File: src/rtl/btn_uart_tx.sv
//------------------------------------------------------------------------------
// Module   : btn_uart_tx
// Purpose  : Button-triggered 8N1 UART transmitter. Each single-cycle request
//            from the upstream debouncer sends the byte on tx_data. A request
//            that arrives while a frame is in flight is held in a one-deep
//            pending register. A further request while one is already pending
//            is dropped and flagged.
// Ports    : clk_100MHz   in   system clock, rising edge
//            reset_n      in   asynchronous active-low reset
//            btn_tick     in   single-cycle send request
//            tx_data[7:0] in   byte to send, sampled on acceptance
//            tx           out  serial line, idles high (registered)
//            tx_busy      out  high while a frame is in flight (registered)
//            tx_done_tick out  pulse in the final cycle of the last stop bit
//            overrun_tick out  pulse when a request is dropped
// Params   : CLKS_PER_BIT (>= 2) clock cycles per serial bit
//            STOP_BITS    (1|2)  number of stop bits
// Options  : define BTN_UART_TX_PARITY_EN to insert an even-parity bit
//            after the data bits.
// Revision : 1.0 - initial release
//------------------------------------------------------------------------------
`default_nettype none

module btn_uart_tx #(
    parameter int CLKS_PER_BIT = 868,
    parameter int STOP_BITS    = 1
) (
    input  logic       clk_100MHz,
    input  logic       reset_n,
    input  logic       btn_tick,
    input  logic [7:0] tx_data,
    output logic       tx,
    output logic       tx_busy,
    output logic       tx_done_tick,
    output logic       overrun_tick
);

    localparam int CNT_W = (CLKS_PER_BIT > 1) ? $clog2(CLKS_PER_BIT) : 1;
    localparam logic [CNT_W-1:0] c_CNT_LAST = CNT_W'(CLKS_PER_BIT - 1);
    localparam logic [CNT_W-1:0] c_CNT_PRE  = CNT_W'(CLKS_PER_BIT - 2);

`ifdef BTN_UART_TX_PARITY_EN
    typedef enum logic [2:0] {
        S_IDLE   = 3'd0,
        S_START  = 3'd1,
        S_DATA   = 3'd2,
        S_PARITY = 3'd3,
        S_STOP   = 3'd4
    } state_t;
`else
    typedef enum logic [2:0] {
        S_IDLE   = 3'd0,
        S_START  = 3'd1,
        S_DATA   = 3'd2,
        S_STOP   = 3'd4
    } state_t;
`endif

    state_t           r_state;
    logic [CNT_W-1:0] r_cnt;
    logic [2:0]       r_bit_idx;
    logic             r_stop_cnt;
    logic [7:0]       r_shift;
    logic             r_pending;
    logic [7:0]       r_hold;
    logic             r_tx;
    logic             r_busy;
    logic             r_done;
    logic             r_overrun;
`ifdef BTN_UART_TX_PARITY_EN
    logic             r_parity;
`endif

    logic       w_bit_end;
    logic       w_last_stop;
    logic       w_done_next;
    logic       w_load;
    logic [7:0] w_load_byte;

    assign w_bit_end   = (r_cnt == c_CNT_LAST);
    // With one stop bit the stop counter is never consulted.
    assign w_last_stop = (STOP_BITS == 1) || r_stop_cnt;
    // Registered done pulse: raise it one cycle early so it lands on the
    // final cycle of the last stop bit.
    assign w_done_next = (r_state == S_STOP) && (r_cnt == c_CNT_PRE) && w_last_stop;
    assign w_load      = (r_state == S_IDLE) && (btn_tick || r_pending);
    assign w_load_byte = r_pending ? r_hold : tx_data;

    always_ff @(posedge clk_100MHz or negedge reset_n) begin
        if (!reset_n) begin
            r_state    <= S_IDLE;
            r_cnt      <= '0;
            r_bit_idx  <= 3'd0;
            r_stop_cnt <= 1'b0;
            r_shift    <= 8'd0;
            r_pending  <= 1'b0;
            r_hold     <= 8'd0;
            r_tx       <= 1'b1;
            r_busy     <= 1'b0;
            r_done     <= 1'b0;
            r_overrun  <= 1'b0;
`ifdef BTN_UART_TX_PARITY_EN
            r_parity   <= 1'b0;
`endif
        end else begin
            r_done    <= w_done_next;
            r_overrun <= 1'b0;

            // Requests arriving mid-frame, including the done cycle, are queued.
            if ((r_state != S_IDLE) && btn_tick) begin
                if (r_pending) begin
                    r_overrun <= 1'b1;
                end else begin
                    r_pending <= 1'b1;
                    r_hold    <= tx_data;
                end
            end

            case (r_state)
                S_IDLE: begin
                    r_tx <= 1'b1;
                    if (w_load) begin
                        r_shift    <= w_load_byte;
`ifdef BTN_UART_TX_PARITY_EN
                        r_parity   <= ^w_load_byte;
`endif
                        // Pending wins the load; a simultaneous new request
                        // takes its place in the holding register.
                        r_pending  <= r_pending & btn_tick;
                        if (r_pending && btn_tick) begin
                            r_hold <= tx_data;
                        end
                        r_cnt      <= '0;
                        r_bit_idx  <= 3'd0;
                        r_stop_cnt <= 1'b0;
                        r_tx       <= 1'b0;
                        r_busy     <= 1'b1;
                        r_state    <= S_START;
                    end
                end

                S_START: begin
                    if (w_bit_end) begin
                        r_cnt   <= '0;
                        r_tx    <= r_shift[0];
                        r_state <= S_DATA;
                    end else begin
                        r_cnt <= r_cnt + 1'b1;
                    end
                end

                S_DATA: begin
                    if (w_bit_end) begin
                        r_cnt <= '0;
                        if (r_bit_idx == 3'd7) begin
`ifdef BTN_UART_TX_PARITY_EN
                            r_tx    <= r_parity;
                            r_state <= S_PARITY;
`else
                            r_tx    <= 1'b1;
                            r_state <= S_STOP;
`endif
                        end else begin
                            r_shift   <= {1'b0, r_shift[7:1]};
                            r_tx      <= r_shift[1];
                            r_bit_idx <= r_bit_idx + 3'd1;
                        end
                    end else begin
                        r_cnt <= r_cnt + 1'b1;
                    end
                end

`ifdef BTN_UART_TX_PARITY_EN
                S_PARITY: begin
                    if (w_bit_end) begin
                        r_cnt   <= '0;
                        r_tx    <= 1'b1;
                        r_state <= S_STOP;
                    end else begin
                        r_cnt <= r_cnt + 1'b1;
                    end
                end
`endif

                S_STOP: begin
                    r_tx <= 1'b1;
                    if (w_bit_end) begin
                        r_cnt <= '0;
                        if (w_last_stop) begin
                            r_busy  <= 1'b0;
                            r_state <= S_IDLE;
                        end else begin
                            r_stop_cnt <= 1'b1;
                        end
                    end else begin
                        r_cnt <= r_cnt + 1'b1;
                    end
                end

                default: begin
                    r_tx    <= 1'b1;
                    r_busy  <= 1'b0;
                    r_state <= S_IDLE;
                end
            endcase
        end
    end

    assign tx           = r_tx;
    assign tx_busy      = r_busy;
    assign tx_done_tick = r_done;
    assign overrun_tick = r_overrun;

endmodule

`default_nettype wire

File: config.mk
export PLATFORM = sky130hd
export DESIGN_NAME = btn_uart_tx
export DESIGN_NICKNAME = d
export VERILOG_FILES = /design/src/rtl/btn_uart_tx.sv
export SDC_FILE = /design/constraint.sdc
export NUM_CORES = 1
export LEC_CHECK = 0
export CORE_ASPECT_RATIO = 1.1
export CORE_MARGIN = 2
export CORE_UTILIZATION = 52
export DETAILED_ROUTE_END_ITERATION = 8
export PLACE_DENSITY_LB_ADDON = 0.1
export SYNTH_ARGS = -nofsm -noshare
export SYNTH_HDL_FRONTEND = slang
export SYNTH_SLANG_ARGS = --single-unit
export TNS_END_PERCENT = 1
File: constraint.sdc
create_clock -name clk_100MHz -period 1.8 [get_ports clk_100MHz]
set_clock_uncertainty 0.1 [all_clocks]
set_input_delay 0.27 -clock clk_100MHz [delete_from_list [all_inputs] [get_ports clk_100MHz]]
set_output_delay 0.27 -clock clk_100MHz [all_outputs]
set_load 0.01 [all_outputs]
# After elaboration in Yosys (flattened, before gate mapping)
# Cells that the tools add are included.
# totals
regBits,37
output_inout_bits,4
# classes
add_sub_neg,2
n_eq_ne,12
muxes,35
bitwise,2
n_reduce_logical,16
# ops
cell,n
8-bit 2-to-1 mux,8
3-bit 2-to-1 mux,8
10-bit equality test (second input constant),2
10-bit 2-to-1 mux,2
10-bit case mux with 2 select lines,1
8-bit case mux with 2 select lines,1
2-bit != test (second input constant),6
3-bit case mux with 4 select lines,1
1-bit 2-to-1 mux,11
10-bit by 1-bit adder with 10-bit output (second input constant),1
3-bit equality test (second input constant),2
1-bit case mux with 3 select lines,2
3-bit case mux with 2 select lines,1
5-bit AND reduction,1
1-bit logical AND,4
2-bit AND reduction,2
4-bit AND reduction,1
2-bit nonzero test,2
3-bit by 1-bit adder with 3-bit output (second input constant),1
3-bit by 1-bit equality test with 1-bit output (second input constant),1
3-bit by 2-bit equality test with 1-bit output (second input constant),1
3-bit logical NOT,1
3-bit AND reduction,1
3-bit nonzero test,1
5 further kinds,5

# Depth between registers and ports, before layout
# Gate-level depths: netlist (run 1).
# depth
depth_word,6
mapped_depth,6
depth_no_buf,5

# Worst setup path before layout (run 1)
# No wires, ideal clock.
# synth_path
path_type,reg-to-reg
from,register r_bit_idx[0]
to,register r_shift[0]
setup_time_ns,0.125
arrival_ns,1.599
setup_slack_ns,-0.025
path_stages_with_launch,7
period_less_slack_ns,1.825
path_cell_list,dfrtp_1 -> ha_1 -> ha_1 -> nand3b_2 -> o22ai_2 -> buf_6 -> mux2_4
# synth_between
elab_chain_cells,3
# synth_lines
item,line_no,text
start: declaration,61,logic [2:0] r_bit_idx;
start signal: assignment,166,r_bit_idx <= r_bit_idx + 3'd1;
3-bit equality test,155,if (r_bit_idx == 3'd7) begin
2-bit != test (no source line),n/a,
4-bit AND reduction (no source line),n/a,
end signal: assignment,123,r_shift <= w_load_byte;
end signal: assignment,164,"r_shift <= {1'b0, r_shift[7:1]};"
end: declaration,63,logic [7:0] r_shift;
# Every way passes these cells.
# A chain may end at the register's enable or synchronous reset.

# Worst setup path in the final report (run 1)
# layout_path
from,register r_state[0]
to,register r_shift[3]
# layout_between
elab_chain_cells,4
# layout_lines
item,line_no,text
start: declaration,59,state_t r_state;
start signal: assignment,91,r_state <= S_IDLE;
start signal: assignment,138,r_state <= S_START;
start signal: assignment,146,r_state <= S_DATA;
3-bit logical NOT,"86, 119",
1-bit logical AND,86,assign w_load = (r_state == S_IDLE) && (btn_tick || r_pending);
2-bit != test (no source line),n/a,
4-bit AND reduction (no source line),n/a,
# Parallel ways exist; a longest one is shown, timed or not.

==> results of run 1 <==
[per-stage QoR]
step	TNS [ns]	setup WS, ns
final	0	0.0255
after global routing	-0.361	-0.0344
after CTS	-0.312	-0.0420
after detailed placement	-0.528	-0.0687
after global placement	-0.0112	-0.00850
after floorplan	0	0.00275
[layer usage]
metal	vias to the layer above	share of wire	global-route usage
li1	774	-	-
met1	810	0.43	0.245
met2	25	0.52	0.367
met3	6	0.033	0.0644
met4	0	0.013	0.0773
met5	-	0	0
[final timing paths]
path | slack [ns] | depth (start not counted) | endpoint
worst min register to register | 0.41 | 1 | r_hold[4]
worst max-delay path | 0.03 | 6 | r_shift[3]
worst min-delay path | 0.30 | 2 | r_cnt[6]
worst max register to register | 0.03 | 6 | r_shift[3]
max in group asynchronous | 0.85 | 3 | r_shift[3]
min in group clk_100MHz | 0.41 | 1 | r_hold[4]
[registers in the layout, indices dropped and copies added (netlist names)]
name / flops
tx_done_tick: 1
r_state: 3
tx_busy: 1
r_bit_idx: 3
r_pending: 1
overrun_tick: 1
tx: 1
r_hold: 8
r_cnt: 10
r_shift: 8
[cell usage in the layout (no fill, tap or decap), drive strengths merged, types with 2 or more instances in the layout]
cell / Yosys / layout
a21o: 2 / 2
a21oi: 5 / 5
a221o: 2 / 2
a22o: 2 / 2
a31o: 3 / 3
a31oi: 2 / 2
and3: 3 / 3
and4bb: 2 / 2
buf: 8 / 36
clkbuf: 2 / 7
clkdlybuf4s50: 0 / 13
dfrtp: 36 / 36
ha: 4 / 4
inv: 6 / 6
mux2: 17 / 17
mux2i: 13 / 13
nand2: 23 / 23
nand3: 7 / 7
nand3b: 5 / 5
nor2: 7 / 7
nor3: 3 / 3
nor4: 2 / 2
o211ai: 3 / 3
o21ai: 14 / 14
o2bb2ai: 2 / 2
or3: 4 / 4
[power groups by stage]
stage	Sequential [mW]	Clock [mW]	Combinational, mW
final	1.31	0.604	2.21
after global routing	1.34	0.657	2.40
after CTS	1.31	0.613	2.34
after detailed placement	1.32	0	2.10
after global placement	1.30	0	2.03
after floorplan	1.28	0	1.47
[timing repair]
| item | CTS | global route |
|---|---|---|
| endpoints found under the hold margin | 10 | 0 |
| gates cloned | 1 | 0 |
| pin swaps | 3 | 4 |
| hold buffers | 1 | 0 |
| resized for setup | 9 | 3 |
| setup buffers | 5 | 0 |
| setup endpoints to repair | 9 | 20 |
[cells by family after synthesis]
family	share of synthesized area
DFF	0.450
xor gates and xnor gates	0.00851
and+or+nand+nor	0.164
muxes	0.171
AOI/OAI and AO/OA	0.136
buffers and inverters	0.0456
adders and majority gates	0.0243
[worst max-delay path: cells and delay by family, from the launching register on]
| kind | cells | cell delay, ns |
|---|---|---|
| AO/OA/AOI/OAI | 1 | 0.14 |
| buffers and inverters | 2 | 0.32 |
| flip-flops | 1 | 0.42 |
| multiplexers | 1 | 0.30 |
| AND/OR/NAND/NOR | 2 | 0.38 |
[cell type report]
class                           instances  area share
Timing Repair Buffer                   50       0.167
Inverter                                6     0.00863
Clock buffer                            7      0.0331
Tap cell                               50      0.0240
Multi-Input combinational cell        135       0.412
Sequential cell                        37       0.356
==> summary.txt, run 1 <==
Synthesis
  – Prevailing post-synth register cell: sky130_fd_sc_hd__dfrtp_1
  – Syn. warnings: 0
  – Area leader, netlist: sky130_fd_sc_hd__dfrtp_1
  – Top cells by area, synth: sky130_fd_sc_hd__dfrtp_1 44%, sky130_fd_sc_hd__mux2i_1 6.3%, sky130_fd_sc_hd__mux2_4 5.8%
  – Synthesized area per cell: 10.9 um2
  – Number of instances in the synthesized netlist: 188
  – Leading post-synthesis cells by instance count: 36 x sky130_fd_sc_hd__dfrtp_1, 22 x sky130_fd_sc_hd__nand2_1, 14 x sky130_fd_sc_hd__o21ai_0, 13 x sky130_fd_sc_hd__mux2i_1, 9 x sky130_fd_sc_hd__mux2_2
  – Flops & latches, synth: 37
  – Fraction of synthesized cell area taken by the top area cell type: 0.438
  – Most common cell in the netlist: sky130_fd_sc_hd__dfrtp_1
  – Post-synthesis sequential area ratio: 0.450
  – Ys async rst share: 1.00
  – Count of distinct cell types in the synthesized netlist: 45
  – EDFF count, synth: 0
  – Mapped Nets: 203
  – Total standard cell area after synthesis: 2060 um2

Floorplanning
  – Die X: 64.0 um
  – Number of I/O pins: 15
  – Effective utilization at floorplan: 0.554
  – Core outline area: 3710 um2
  – Total die area: 4480 um2
  – Height of the die: 70.0 um
  – FP Rows: 23

Critical path
  – Worst-path fanout max: 5
  – Kind of launch point of the worst setup path: flip-flop
  – Kind of end point of the critical path: flip-flop
  – Most prevalent standard cell on the critical path: sky130_fd_sc_hd__buf_6
  – Critical path arrival: 1.85 ns
  – Max stage delay cell, worst path: sky130_fd_sc_hd__dfrtp_1
  – Crit-path cells: buf_6 > nor3b_4 > nand3b_4 > o22ai_4 > buf_6 > mux2_4
  – Worst reg2reg path startpoint: r_state[0]
  – Crit path largest cell delay: 0.42 ns
  – Crit path launch: r_state[0]
  – Class of the most critical setup path: flip-flop to flip-flop
  – Required @ worst endpoint: 1.88 ns

Clock tree
  – Maximum clock path buffer count: 2
  – Number of buffers created by CTS: 5
  – Clock Latency Late Sink: 0.30 ns
  – Number of levels in the clock H-tree: 2
  – TritonCTS clock tree: done
  – Clk slew on worst S/H paths: 0.08 ns
  – Clock sinks: 37
  – Clock tree root driver cell: sky130_fd_sc_hd__clkbuf_8

Pwr
  – Leak Pwr: 1.21 nW
  – Switching share of power: 0.347
  – Clock network fraction of total power: 0.147
  – Psw: 1.43 mW
  – Internal power: 2.69 mW
  – Comb power frac: 0.535
  – Total power per unit cell area: 1580 nW/um2
  – Worst ir drop on vdd: 0.000817 V
  – Seq pwr share: 0.318
  – Final total power: 4.12 mW

Layout
  – Fraction of final layout cells sized beyond drive strength 1: 0.328
  – Final antenna diode count: 0
  – Area occupied by multi-input gates: 1070 um2
  – Post-Route Utilization: 0.703
  – Count of fill cells added during filler insertion: 271
  – Area Overhead vs Synth: 26.8%
  – Cell Count, Final, Fillers Out: 285
  – Post-Layout Inst Area: 2610 um2
  – Register cell area after layout: 928 um2
  – Number of nets in the final layout: 250

Status
  – Run status: completed

Global route
  – Overall global routing resource usage: 0.212
  – Global-route wire length before repair: 7420 um
  – Number of antenna violations at the first check in global routing: 0
  – Pin count of the biggest net entering global routing: 27
  – GRT overflow: 0
  – Via count of the first global-routing pass: 1640

STA
  – Maximum clock frequency: 0.564 GHz
  – Hold violation total from the final report: 0
  – Unrepaired setup endpoints after global routing: true
  – Tightest slew margin relative to the limit: 0.742
  – Number of max-slew violations in the final report: 0
  – Final setup vio count: 0
  – Clock period minus final worst setup slack: 1.77 ns
  – Worst-Margin Slew: 0.384 ns
  – Min Hold Slack: 0.299 ns
  – Portion of the clock cycle consumed by the worst path in the final layout: 0.986

Worst hold path
  – Worst min-delay path class: input pin to asynchronous set/reset pin

Drt
  – Number of DRC violations after detailed routing: 0
  – 1st-iter DRT viols: 96
  – Wire length after detailed routing: 4280 um
  – Post-detailed-route count of antenna-violating nets: 0
  – DR vias: 1615
  – Routed wire length per instance: 15.0 um
  – Length of the first detailed-routing pass in iterations: 4
  – Vias per cell: 5.67

Job
  – Max_cap viols: 0

Placement
  – Placed standard-cell area: 2450 um2
  – Port bufs: 14
  – Final RePlAce weighted congestion: 0.887
  – DPL Wire Length: 3080 um
  – # placed instances: 274
No activity file was read; power rests on OpenSTA's default activity.
==> run 2, diff against run 1 <==
--- a/config.mk
+++ b/config.mk
@@ -9,6 +9,7 @@
 export CORE_MARGIN = 2
 export CORE_UTILIZATION = 52
 export DETAILED_ROUTE_END_ITERATION = 8
+export HOLD_SLACK_MARGIN = 0.08
 export PLACE_DENSITY_LB_ADDON = 0.1
 export SYNTH_ARGS = -nofsm -noshare
 export SYNTH_HDL_FRONTEND = slang
==> results of run 2 <==
Same layout as run 1: the final DEF is identical, and so are final timing and power.
